`src/rtl/alu_pkg.sv`:
```
// alu_pkg: opcodes, FSM state encoding and helpers shared by the sequential ALU
package alu_pkg;
  localparam logic [3:0] ALU_AND   = 4'h0;
  localparam logic [3:0] ALU_OR    = 4'h1;
  localparam logic [3:0] ALU_ADD   = 4'h2;
  localparam logic [3:0] ALU_SUB   = 4'h3;
  localparam logic [3:0] ALU_XOR   = 4'h4;
  localparam logic [3:0] ALU_NOR   = 4'h5;
  localparam logic [3:0] ALU_SLT   = 4'h6;
  localparam logic [3:0] ALU_SLTU  = 4'h7;
  localparam logic [3:0] ALU_SLL   = 4'h8;
  localparam logic [3:0] ALU_SRL   = 4'h9;
  localparam logic [3:0] ALU_SRA   = 4'hA;
  localparam logic [3:0] ALU_MUL   = 4'hB;
  localparam logic [3:0] ALU_MULHU = 4'hC;
  localparam logic [3:0] ALU_DIVU  = 4'hD;
  localparam logic [3:0] ALU_REMU  = 4'hE;
  localparam logic [3:0] ALU_RSVD  = 4'hF;
  localparam logic [1:0] ST_IDLE = 2'd0;
  localparam logic [1:0] ST_CALC = 2'd1;
  localparam logic [1:0] ST_DONE = 2'd2;
  function automatic logic is_iterative(input logic [3:0] op);
    return op inside {ALU_MUL, ALU_MULHU, ALU_DIVU, ALU_REMU};
  endfunction
endpackage

```
`src/rtl/alu_seq_if.sv`:
```
// alu_seq_if: operand/result valid-ready bus between register read and writeback
interface alu_seq_if #(parameter int WIDTH = 32, parameter int SHW = $clog2(WIDTH));
  logic             in_valid;
  logic             in_ready;
  logic [WIDTH-1:0] a;
  logic [WIDTH-1:0] b;
  logic [3:0]       ALUop;
  logic             cn;
  logic [SHW-1:0]   shamt;
  logic             out_valid;
  logic             out_ready;
  logic [WIDTH-1:0] r;
  logic             zero;
  logic             overflow;
  logic             carry;
  logic             illegal;
  modport master (output in_valid, a, b, ALUop, cn, shamt, out_ready,
                  input in_ready, out_valid, r, zero, overflow, carry, illegal);
  modport slave (input in_valid, a, b, ALUop, cn, shamt, out_ready,
                 output in_ready, out_valid, r, zero, overflow, carry, illegal);
endinterface

```
`src/rtl/alu_muldiv_iter.sv`:
```
// alu_muldiv_iter: WIDTH-step shift-add multiplier / restoring divider on one shared accumulator
import alu_pkg::*;
module alu_muldiv_iter #(parameter int WIDTH = 32) (
  input  logic             clk,
  input  logic             rst_n,
  input  logic             start_i,
  input  logic [3:0]       op_i,
  input  logic [WIDTH-1:0] a_i,
  input  logic [WIDTH-1:0] b_i,
  output logic             done_o,
  output logic [WIDTH-1:0] r_o,
  output logic             ovf_o
);
  localparam int CW = $clog2(WIDTH) + 1;
  logic [2*WIDTH-1:0] acc_q, acc_d;
  logic [WIDTH-1:0] m_q;
  logic [3:0] op_q;
  logic [CW-1:0] cnt_q;
  logic busy_q, is_mul;
  logic [WIDTH:0] add_s, rem_s, dif_s;
  // one step: multiply adds the multiplicand into the high half then shifts right;
  // divide shifts the remainder left and keeps the subtraction when it does not borrow
  always_comb begin
    is_mul = op_q == ALU_MUL || op_q == ALU_MULHU;
    add_s = {1'b0, acc_q[2*WIDTH-1:WIDTH]} + (acc_q[0] ? {1'b0, m_q} : '0);
    rem_s = acc_q[2*WIDTH-1:WIDTH-1];
    dif_s = rem_s - {1'b0, m_q};
    acc_d = is_mul ? {add_s, acc_q[WIDTH-1:1]}
          : dif_s[WIDTH] ? {rem_s[WIDTH-1:0], acc_q[WIDTH-2:0], 1'b0}
          : {dif_s[WIDTH-1:0], acc_q[WIDTH-2:0], 1'b1};
  end
  assign done_o = busy_q && cnt_q == CW'(WIDTH);
  assign r_o = (op_q == ALU_MULHU || op_q == ALU_REMU) ? acc_q[2*WIDTH-1:WIDTH] : acc_q[WIDTH-1:0];
  assign ovf_o = !is_mul && m_q == '0;
  // load operands on start, iterate exactly WIDTH times, release on done
  always_ff @(posedge clk) begin
    if (!rst_n) begin
      busy_q <= 1'b0;
      cnt_q  <= '0;
      acc_q  <= '0;
      m_q    <= '0;
      op_q   <= ALU_AND;
    end else if (start_i) begin
      acc_q  <= {{WIDTH{1'b0}}, is_iterative(op_i) && op_i inside {ALU_MUL, ALU_MULHU} ? b_i : a_i};
      m_q    <= op_i inside {ALU_MUL, ALU_MULHU} ? a_i : b_i;
      op_q   <= op_i;
      cnt_q  <= '0;
      busy_q <= 1'b1;
    end else if (busy_q) begin
      if (done_o) busy_q <= 1'b0;
      else begin
        acc_q <= acc_d;
        cnt_q <= cnt_q + CW'(1);
      end
    end
  end
endmodule

```
`src/rtl/alu_seq.sv`:
```
// alu_seq: registered, valid/ready ALU; define ALU_MULDIV_EN to build the iterative MUL/DIV engine
import alu_pkg::*;
module alu_seq #(parameter int WIDTH = 32, parameter int SHW = $clog2(WIDTH)) (
  input logic clk,
  input logic rst_n,
  alu_seq_if.slave bus
);
  logic [1:0] state_q;
  logic go_q, cn_q, zero_q, ovf_q, carry_q, ill_q;
  logic ovf_d, carry_d, ill_d, accept;
  logic [WIDTH-1:0] a_q, b_q, r_q, res_d;
  logic [3:0] op_q;
  logic [SHW-1:0] sh_q;
  logic [WIDTH:0] sum, dif;
  logic eng_done, eng_ovf;
  logic [WIDTH-1:0] eng_r;
`ifdef ALU_MULDIV_EN
  localparam bit MULDIV = 1'b1;
  logic start;
  assign start = accept && is_iterative(bus.ALUop);
  alu_muldiv_iter #(.WIDTH(WIDTH)) u_iter (
    .clk(clk), .rst_n(rst_n), .start_i(start), .op_i(bus.ALUop), .a_i(bus.a), .b_i(bus.b),
    .done_o(eng_done), .r_o(eng_r), .ovf_o(eng_ovf)
  );
`else
  localparam bit MULDIV = 1'b0;
  assign eng_done = 1'b0;
  assign eng_r = '0;
  assign eng_ovf = 1'b0;
`endif
  assign accept = bus.in_valid && bus.in_ready;
  assign bus.in_ready = state_q == ST_IDLE && !go_q;
  assign bus.out_valid = state_q == ST_DONE;
  assign bus.r = r_q;
  assign bus.zero = zero_q;
  assign bus.overflow = ovf_q;
  assign bus.carry = carry_q;
  assign bus.illegal = ill_q;
  // single-cycle result from the latched operands; anything unhandled here is illegal
  always_comb begin
    sum = {1'b0, a_q} + {1'b0, b_q} + {{WIDTH{1'b0}}, cn_q};
    dif = {1'b0, a_q} - {1'b0, b_q} - {{WIDTH{1'b0}}, cn_q};
    res_d = '0;
    ovf_d = 1'b0;
    carry_d = 1'b0;
    ill_d = 1'b0;
    case (op_q)
      ALU_AND:  res_d = a_q & b_q;
      ALU_OR:   res_d = a_q | b_q;
      ALU_ADD: begin
        res_d = sum[WIDTH-1:0];
        carry_d = sum[WIDTH];
        ovf_d = a_q[WIDTH-1] == b_q[WIDTH-1] && sum[WIDTH-1] != a_q[WIDTH-1];
      end
      ALU_SUB: begin
        res_d = dif[WIDTH-1:0];
        carry_d = !dif[WIDTH];
        ovf_d = a_q[WIDTH-1] != b_q[WIDTH-1] && dif[WIDTH-1] != a_q[WIDTH-1];
      end
      ALU_XOR:  res_d = a_q ^ b_q;
      ALU_NOR:  res_d = ~(a_q | b_q);
      ALU_SLT:  res_d = {{(WIDTH-1){1'b0}}, $signed(a_q) < $signed(b_q)};
      ALU_SLTU: res_d = {{(WIDTH-1){1'b0}}, a_q < b_q};
      ALU_SLL:  res_d = a_q << sh_q;
      ALU_SRL:  res_d = a_q >> sh_q;
      ALU_SRA:  res_d = $unsigned($signed(a_q) >>> sh_q);
      default:  ill_d = 1'b1;
    endcase
  end
  // control FSM: accept, compute (one cycle or WIDTH iterations), hold result until taken
  always_ff @(posedge clk) begin
    if (!rst_n) begin
      state_q <= ST_IDLE;
      go_q    <= 1'b0;
      r_q     <= '0;
      zero_q  <= 1'b0;
      ovf_q   <= 1'b0;
      carry_q <= 1'b0;
      ill_q   <= 1'b0;
      a_q     <= '0;
      b_q     <= '0;
      op_q    <= ALU_AND;
      cn_q    <= 1'b0;
      sh_q    <= '0;
    end else begin
      if (accept) begin
        a_q  <= bus.a;
        b_q  <= bus.b;
        op_q <= bus.ALUop;
        cn_q <= bus.cn;
        sh_q <= bus.shamt;
      end
      case (state_q)
        ST_IDLE:
          if (go_q) begin
            state_q <= ST_DONE;
            go_q    <= 1'b0;
            r_q     <= res_d;
            zero_q  <= res_d == '0;
            ovf_q   <= ovf_d;
            carry_q <= carry_d;
            ill_q   <= ill_d;
          end else if (accept) begin
            if (MULDIV && is_iterative(bus.ALUop)) state_q <= ST_CALC;
            else go_q <= 1'b1;
          end
        ST_CALC:
          if (eng_done) begin
            state_q <= ST_DONE;
            r_q     <= eng_r;
            zero_q  <= eng_r == '0;
            ovf_q   <= eng_ovf;
            carry_q <= 1'b0;
            ill_q   <= 1'b0;
          end
        ST_DONE: if (bus.out_ready) state_q <= ST_IDLE;
        default: state_q <= ST_IDLE;
      endcase
    end
  end
endmodule

```
`src/flat_wrapper.sv`:
```
// flat-port wrapper written by rule: the top's interface ports become plain ports
module alu_seq_flat 
#(parameter int WIDTH = 32, parameter int SHW = $clog2(WIDTH))
  (clk, rst_n, bus_in_valid, bus_a, bus_b, bus_ALUop, bus_cn, bus_shamt, bus_out_ready, bus_in_ready, bus_out_valid, bus_r, bus_zero, bus_overflow, bus_carry, bus_illegal);
  alu_seq_if #(.WIDTH(WIDTH), .SHW(SHW)) bus_i ();
  input logic clk;
  input logic rst_n;
  input wire logic [$bits(bus_i.in_valid)-1:0] bus_in_valid;
  input wire logic [$bits(bus_i.a)-1:0] bus_a;
  input wire logic [$bits(bus_i.b)-1:0] bus_b;
  input wire logic [$bits(bus_i.ALUop)-1:0] bus_ALUop;
  input wire logic [$bits(bus_i.cn)-1:0] bus_cn;
  input wire logic [$bits(bus_i.shamt)-1:0] bus_shamt;
  input wire logic [$bits(bus_i.out_ready)-1:0] bus_out_ready;
  output wire logic [$bits(bus_i.in_ready)-1:0] bus_in_ready;
  output wire logic [$bits(bus_i.out_valid)-1:0] bus_out_valid;
  output wire logic [$bits(bus_i.r)-1:0] bus_r;
  output wire logic [$bits(bus_i.zero)-1:0] bus_zero;
  output wire logic [$bits(bus_i.overflow)-1:0] bus_overflow;
  output wire logic [$bits(bus_i.carry)-1:0] bus_carry;
  output wire logic [$bits(bus_i.illegal)-1:0] bus_illegal;
  assign bus_i.in_valid = bus_in_valid;
  assign bus_i.a = bus_a;
  assign bus_i.b = bus_b;
  assign bus_i.ALUop = bus_ALUop;
  assign bus_i.cn = bus_cn;
  assign bus_i.shamt = bus_shamt;
  assign bus_i.out_ready = bus_out_ready;
  assign bus_in_ready = bus_i.in_ready;
  assign bus_out_valid = bus_i.out_valid;
  assign bus_r = bus_i.r;
  assign bus_zero = bus_i.zero;
  assign bus_overflow = bus_i.overflow;
  assign bus_carry = bus_i.carry;
  assign bus_illegal = bus_i.illegal;
  alu_seq #(.WIDTH(WIDTH), .SHW(SHW)) u_core (.clk(clk), .rst_n(rst_n), .bus(bus_i));
endmodule
```
`config.mk`:
```
export PLATFORM = sky130hd
export DESIGN_NAME = alu_seq_flat
export DESIGN_NICKNAME = d
export VERILOG_FILES = /design/src/rtl/alu_pkg.sv /design/src/rtl/alu_seq_if.sv /design/src/rtl/alu_muldiv_iter.sv /design/src/rtl/alu_seq.sv /design/src/flat_wrapper.sv
export SDC_FILE = /design/constraint.sdc
export NUM_CORES = 1
export LEC_CHECK = 0
export CAP_MARGIN = 20
export CORE_AREA = 2 2 165 167
export DETAILED_ROUTE_END_ITERATION = 16
export DIE_AREA = 0 0 167 169
export PLACE_DENSITY = 0.81
export SYNTH_ARGS = -nofsm -noshare
export SYNTH_HDL_FRONTEND = slang
export SYNTH_SLANG_ARGS = --single-unit
```
`constraint.sdc`:
```
create_clock -name clk -period 7.6 [get_ports clk]
set_clock_uncertainty 0.05 [all_clocks]
set_input_delay 1.52 -clock clk [delete_from_list [all_inputs] [get_ports clk]]
set_output_delay 1.52 -clock clk [all_outputs]
set_load 0.03 [all_outputs]
```
-- Word-level counts from Yosys, hierarchy flattened
Index checks and enable logic that the tools add are counted.
- bits in registers: 113
- bits in latches: 0
- bits in writable memories: 0
- memory bits (read-only): 0
- input port bits: 78
- logic and storage cells: 65
- memories kept: 0
- add/sub/neg operators: 4
- multipliers: 0
- divide/modulo/power cells: 0
- $lt $le $gt $ge: 2
- eq/ne operators: 18
- shifts and indexed selects: 3
- multiplexer cells: 9
- bitwise logic cells: 5
- reduce and logical (&&, ||, !) cells: 12
- operator list (cell ; count):
    case mux 32 bit (11 select lines) ; 1
    less-than comparator 32 bit ; 2
    adder 32 x 32 -> 33 bit ; 1
    adder 33 x 1 -> 33 bit ; 1
    subtractor 32 x 32 -> 33 bit ; 1
    subtractor 33 x 1 -> 33 bit ; 1
    AND 32 bit ; 1
    logical NOT 32 bit ; 1
    inverter 32 bit ; 1
    OR 32 bit ; 1
    << shifter 32 x 5 -> 32 bit ; 1
    >> shifter 32 x 5 -> 32 bit ; 1
    >>> shifter 32 x 5 -> 32 bit ; 1
    bitwise XOR 32 bit ; 1
    == test 4 x 3 -> 1 bit (second input constant) ; 4
    == test 4 bit (second input constant) ; 3
    OR reduction 11 bit ; 1
    == test 4 x 2 -> 1 bit (second input constant) ; 2
    case mux 2 bit (3 select lines) ; 1
    == test 4 x 1 -> 1 bit (second input constant) ; 1
    logical AND 1 bit ; 4
    logical NOT 4 bit ; 1
    2-to-1 mux 2 bit ; 2
    case mux 1 bit (2 select lines) ; 2
    other kinds (12) ; 17

-- Logic depth before layout (Yosys ltp)
- depth after elaboration: 5
- gate-level depth with buffers: 17

-- Worst setup path before layout
No wires, ideal clock.
- path kind: register to register
- from: reg u_core.a_q[3]
- to: reg u_core.zero_q (netlist: u_core.bus.zero)
- library setup time: 0.084 ns
- data arrival time: 3.650 ns
- data required time: 7.466 ns
- slack: 3.815 ns
- stages on the path, launching flop included: 15
- clock period less this slack: 3.785 ns
- cell sequence: dfxtp_1 -> clkbuf_1 -> inv_1 -> ha_1 -> ha_1 -> o21ai_0 -> a221oi_1 -> o31ai_1 -> o21ai_0 -> xnor2_1 -> o211ai_1 -> or4_1 -> nor4_1 -> nand4_1 -> o31ai_2
- cells in the longest elaborated chain, start to end: 4
- elaborated cells between the ends (all ways): 15
- classes of those cells: add/sub (4); order compare (2); shift (3); mux (1); bitwise (4); reduce/logical (1)
- ends and longest elaborated chain (what ; RTL line ; source):
    start, declared ; alu_seq.sv:11 ; logic [WIDTH-1:0] a_q, b_q, r_q, res_d;
    start signal, assigned ; alu_seq.sv:87 ; a_q <= bus.a;
    subtractor 32 x 32 -> 33 bit (tied with other cells) ; alu_seq.sv:42 ; dif = {1'b0, a_q} - {1'b0, b_q} - {{WIDTH{1'b0}}, cn_q};
    subtractor 33 x 1 -> 33 bit (tied with other cells) ; alu_seq.sv:42 ;
    case mux 32 bit (11 select lines) (*) ; alu_seq.sv:47 ; case (op_q)
    logical NOT 32 bit (*) ; alu_seq.sv:99 ; zero_q <= res_d == '0;
    end signal, assigned ; alu_seq.sv:76 ; zero_q <= 1'b0;
    end signal, assigned ; alu_seq.sv:99 ;
    end signal, assigned ; alu_seq.sv:111 ; zero_q <= eng_r == '0;
    end, declared ; alu_seq.sv:9 ; logic go_q, cn_q, zero_q, ovf_q, carry_q, ill_q;
Mark *: on every way between the ends. The rest lies on a longest branch, timed or not.
A chain may end at the register's enable or synchronous reset.

-- Worst setup path in the final report
- from: reg u_core.sh_q[1]
- to: reg u_core.zero_q (netlist: u_core.bus.zero)
- cells in the longest elaborated chain, start to end: 3
- elaborated cells between the ends (all ways): 5
- classes of those cells: shift (3); mux (1); reduce/logical (1)
- ends and longest elaborated chain (what ; RTL line ; source):
    start, declared ; alu_seq.sv:13 ; logic [SHW-1:0] sh_q;
    start signal, assigned ; alu_seq.sv:91 ; sh_q <= bus.shamt;
    >>> shifter 32 x 5 -> 32 bit (tied with other cells) ; alu_seq.sv:66 ; ALU_SRA: res_d = $unsigned($signed(a_q) >>> sh_q);
    case mux 32 bit (11 select lines) (*) ; alu_seq.sv:47 ;
    logical NOT 32 bit (*) ; alu_seq.sv:99 ;
Marks and branches as above.

==> out/metrics.csv <==
stage,metric,value,unit
run_status,status,"finished, final reports clean",
die,die area,28200,µm²
global_route,initial antenna violation count,2,
setup_path,CP endpoint kind,flop,
synthesis,synth top area cells,"dfxtp_1 (14%), ha_1 (13%), nand2_1 (7.5%), mux2i_1 (6.2%), mux4_2 (6.2%)",
setup_path,Startpoint Class,flop,
timing,RSZ-0062 raised after global routing,false,
cells_and_area,Register Area,2250,µm²
clock_tree,worst-skew pair later-pin latency,380,ps
setup_path,cells on worst reg2reg path,11,
setup_path,cell breakdown of the critical path,buf_4 > mux4_2 > mux2_2 > a32oi_1 > o31ai_1 > o41ai_2 > nand4b_1 > or4_1 > nor4_1 > nand4_1 > o31ai_2,
detailed_routing,via count,17900,
clock_tree,Post-CTS Setup Bufs,0,
power_and_ir_drop,Max VDD drop,0.167,mV
global_route,total grt overflow,0,
synthesis,"count leader, synth",nand2_1,
timing,Worst Tran Pin Value,1100,ps
detailed_routing,DRT Pass-1 Iters,6,
setup_path,critical path class,flop to flop,
power_and_ir_drop,P_int,1.39,mW
die,core box area,26500,µm²
timing,f_max,188,MHz
detailed_routing,vias per std cell,7.25,
power_and_ir_drop,switching power,1.30,mW
detailed_routing,DRC,0,
synthesis,synthesis-stage register bit count,112,
setup_path,FF-to-FF Start,u_core.sh_q[1]$_SDFFE_PN0P_,
placed_design,I/O Buffers,115,
clock_tree,H-tree Lvls,3,
die,# rows,60,
timing,Tmin final,5330,ps
hold_path,class of the worst hold path,flop to flop,
setup_path,flop-to-flop setup slack,2270,ps
cells_and_area,multi-input logic area,12200,µm²
synthesis,Yosys cell types,88,
placed_design,Placed Area,16900,µm²
detailed_routing,WL per Instance,28.0,µm
setup_path,CP max stage delay,1070,ps
synthesis,post-synthesis async set-or-reset flop share,0,
hold_path,hold path startpoint,u_core.bus.overflow$_SDFFE_PN0P_,
detailed_routing,Antenna Nets Post-Route,0,
setup_path,CP Data Arrival Time,5570,ps
global_route,Total GRT Usage,0.474,
clock_tree,Num CTS Buffers,9,
run,max cap viols,0,
die,Die W,167,µm
timing,Rel. slew slack,0.256,
power_and_ir_drop,PwrDens,156,nW/µm²
timing,final-report setup violation count,0,
global_route,first-pass GRT wire length,103,mm
synthesis,cell taking the most area after synthesis,dfxtp_1,
synthesis,"Cell Area, Synth",15700,µm²
timing,setup TNS,0,ps
clock_tree,clock sinks,112,
synthesis,ys flop type,dfxtp_1,
setup_path,Crit path required time,7850,ps
die,Chip Height,169,µm
detailed_routing,Iter 0 DRT Violations,3198,
clock_tree,cts hold-fix bufs,0,
cells_and_area,Layout Utilization,0.650,
cells_and_area,fill cell count,2353,
clock_tree,CTS root buf,clkbuf_16,
clock_tree,"Reg clk slew, reported paths",90,ps
synthesis,Avg Inst Size Synth,7.41,µm²
power_and_ir_drop,Comb power frac,0.550,
power_and_ir_drop,Clk network pwr share,0.183,
clock_tree,CTS tree,built,
setup_path,r2r endpoint,u_core.bus.zero$_SDFFE_PN0P_,
die,IO Count,116,
die,Initial Utilization,0.592,
cells_and_area,final-stage net count,2357,
clock_tree,PostCTS Resize Cnt,0,
detailed_routing,Total Routed Length,69.0,mm
power_and_ir_drop,register share of total power,0.267,
synthesis,Synth top cells by count,"nand2_1 (313), ha_1 (158), nor2_1 (156)",
hold_path,Worst Hold Path EP,u_core.bus.overflow$_SDFFE_PN0P_,
timing,Tcrit/Tclk final,0.701,
timing,Worst Hold Margin,423,ps
synthesis,Synth top area share,0.143,
hold_path,WHS Path Cells,2,
placed_design,Final Wtd Congestion,1.13,
synthesis,Ys Warns,0,
synthesis,Syn Inst Count,2118,
setup_path,slowest cell on the critical path,dfxtp_4,
timing,Max Transition Viols Final,0,
clock_tree,Longest Clk Path Bufs,2,
synthesis,"EDFF count, synth",0,
setup_path,Critical Path Fanout Max,80,
power_and_ir_drop,total chip power,2.69,mW
power_and_ir_drop,sw frac,0.483,
power_and_ir_drop,Pleak,6.65,nW
global_route,vias in the first global route,16500,
synthesis,Syn Nets,2358,
timing,final hold vios,0,
global_route,largest net degree at the start of global routing,81,
cells_and_area,Post-Layout Inst Area,17200,µm²
placed_design,Final HPWL DP,51.5,mm
synthesis,part of the Yosys area used for sequential elements,0.143,
cells_and_area,"Area growth, synth to finish",9.68,%
cells_and_area,layout cell share with drive strength beyond 1,0.0768,
## through the flow
stage	worst slack, ps	cells
floorplan	3820	2118
global placement	2600	2446
detailed placement	2530	2447
CTS	2450	2463
global route	2190	2463
finish	2270	2465
## state kept, by name, indices dropped and copies added (netlist names)
name	count
u_core.op_q	4
u_core.b_q	32
u_core.bus.overflow	1
u_core.bus.r	32
u_core.state_q	1
u_core.bus.carry	1
u_core.a_q	32
u_core.bus.zero	1
u_core.sh_q	5
u_core.bus.illegal	1
u_core.go_q	1
u_core.cn_q	1
## placed cells by master, fill, tap and decap left out, types with 16 or more instances in the layout
cell type	Yosys	layout
o211a_1	23	23
mux2i_1	98	98
o21ai_0	109	109
o211ai_1	28	28
nor3_1	37	36
ha_1	158	158
a211oi_1	28	28
clkdlybuf4s50_1	0	114
a21oi_1	135	135
o22ai_1	29	29
a31oi_1	17	17
mux4_2	43	43
mux2_2	20	20
nor2b_1	17	16
a21o_1	18	18
nand3_1	40	40
nor2_1	156	156
inv_1	126	126
dfxtp_1	112	107
a221oi_1	17	17
buf_4	6	52
nand4_1	17	17
a211o_1	18	18
xnor2_1	32	32
nor4_1	18	18
xor2_1	16	16
a21boi_0	80	80
nand2_1	313	312
## worst max-delay path: cells and delay by family (launching register included)
family                 cells  cell delay, ps
AO/OA/AOI/OAI              4            1170
buffers and inverters      1             520
flip-flops                 1            1070
multiplexers               2             920
AND/OR/NAND/NOR            4            1440
## area by class of cell
| class | instances | area share |
|---|---|---|
| clock inverters | 6 | 0.00254 |
| diodes | 2 | 0.000291 |
| inverters | 130 | 0.0283 |
| repair buffers | 167 | 0.0896 |
| flip-flops and latches | 112 | 0.131 |
| clock buffers | 10 | 0.0133 |
| well taps | 341 | 0.0248 |
| multi-input cells | 1697 | 0.710 |
## kinds of logic (layout without fill, tap and decap cells)
group / Yosys count / after routing / share of synthesized area
simple gates: 681 / 681 / 0.197
compound gates: 645 / 645 / 0.283
buf+inv: 309 / 313 / 0.0813
fa+ha+maj: 162 / 162 / 0.131
mux: 161 / 161 / 0.139
flops: 112 / 112 / 0.143
xor+xnor: 48 / 48 / 0.0268
other cells: 0 / 2 / 0
## how the worst max path moves through the flow
stage / start / endpoint / slack [ps] / depth (start not counted)
after floorplan: u_core.a_q[3]$_SDFFE_PN0P_ / u_core.bus.zero$_SDFFE_PN0P_ / 3820 / 14
after global placement: u_core.sh_q[1]$_SDFFE_PN0P_ / u_core.bus.zero$_SDFFE_PN0P_ / 2600 / 11
after detailed placement: u_core.sh_q[1]$_SDFFE_PN0P_ / u_core.bus.zero$_SDFFE_PN0P_ / 2530 / 11
after CTS: u_core.sh_q[1]$_SDFFE_PN0P_ / u_core.bus.zero$_SDFFE_PN0P_ / 2450 / 11
after global routing: u_core.sh_q[1]$_SDFFE_PN0P_ / u_core.bus.zero$_SDFFE_PN0P_ / 2190 / 11
final: u_core.sh_q[1]$_SDFFE_PN0P_ / u_core.bus.zero$_SDFFE_PN0P_ / 2270 / 11
## metal layers
metal | part of all wire | vias up | global-route usage
met3 | 0.15 | 333 | 0.128
met2 | 0.42 | 1478 | 0.726
met1 | 0.37 | 8381 | 0.617
met4 | 0.061 | 2 | 0.229
met5 | 0.00016 | - | 0
li1 | - | 7674 | -
## power groups by stage
stage / Clock, mW / Combinational [mW] / Sequential, mW
detailed placement: 0 / 1.40 / 0.724
CTS: 0.489 / 1.41 / 0.710
floorplan: 0 / 0.954 / 0.709
global route: 0.507 / 1.56 / 0.720
finish: 0.492 / 1.48 / 0.717
global placement: 0 / 1.37 / 0.720
Note: power is estimated with default switching activity, not from simulation.
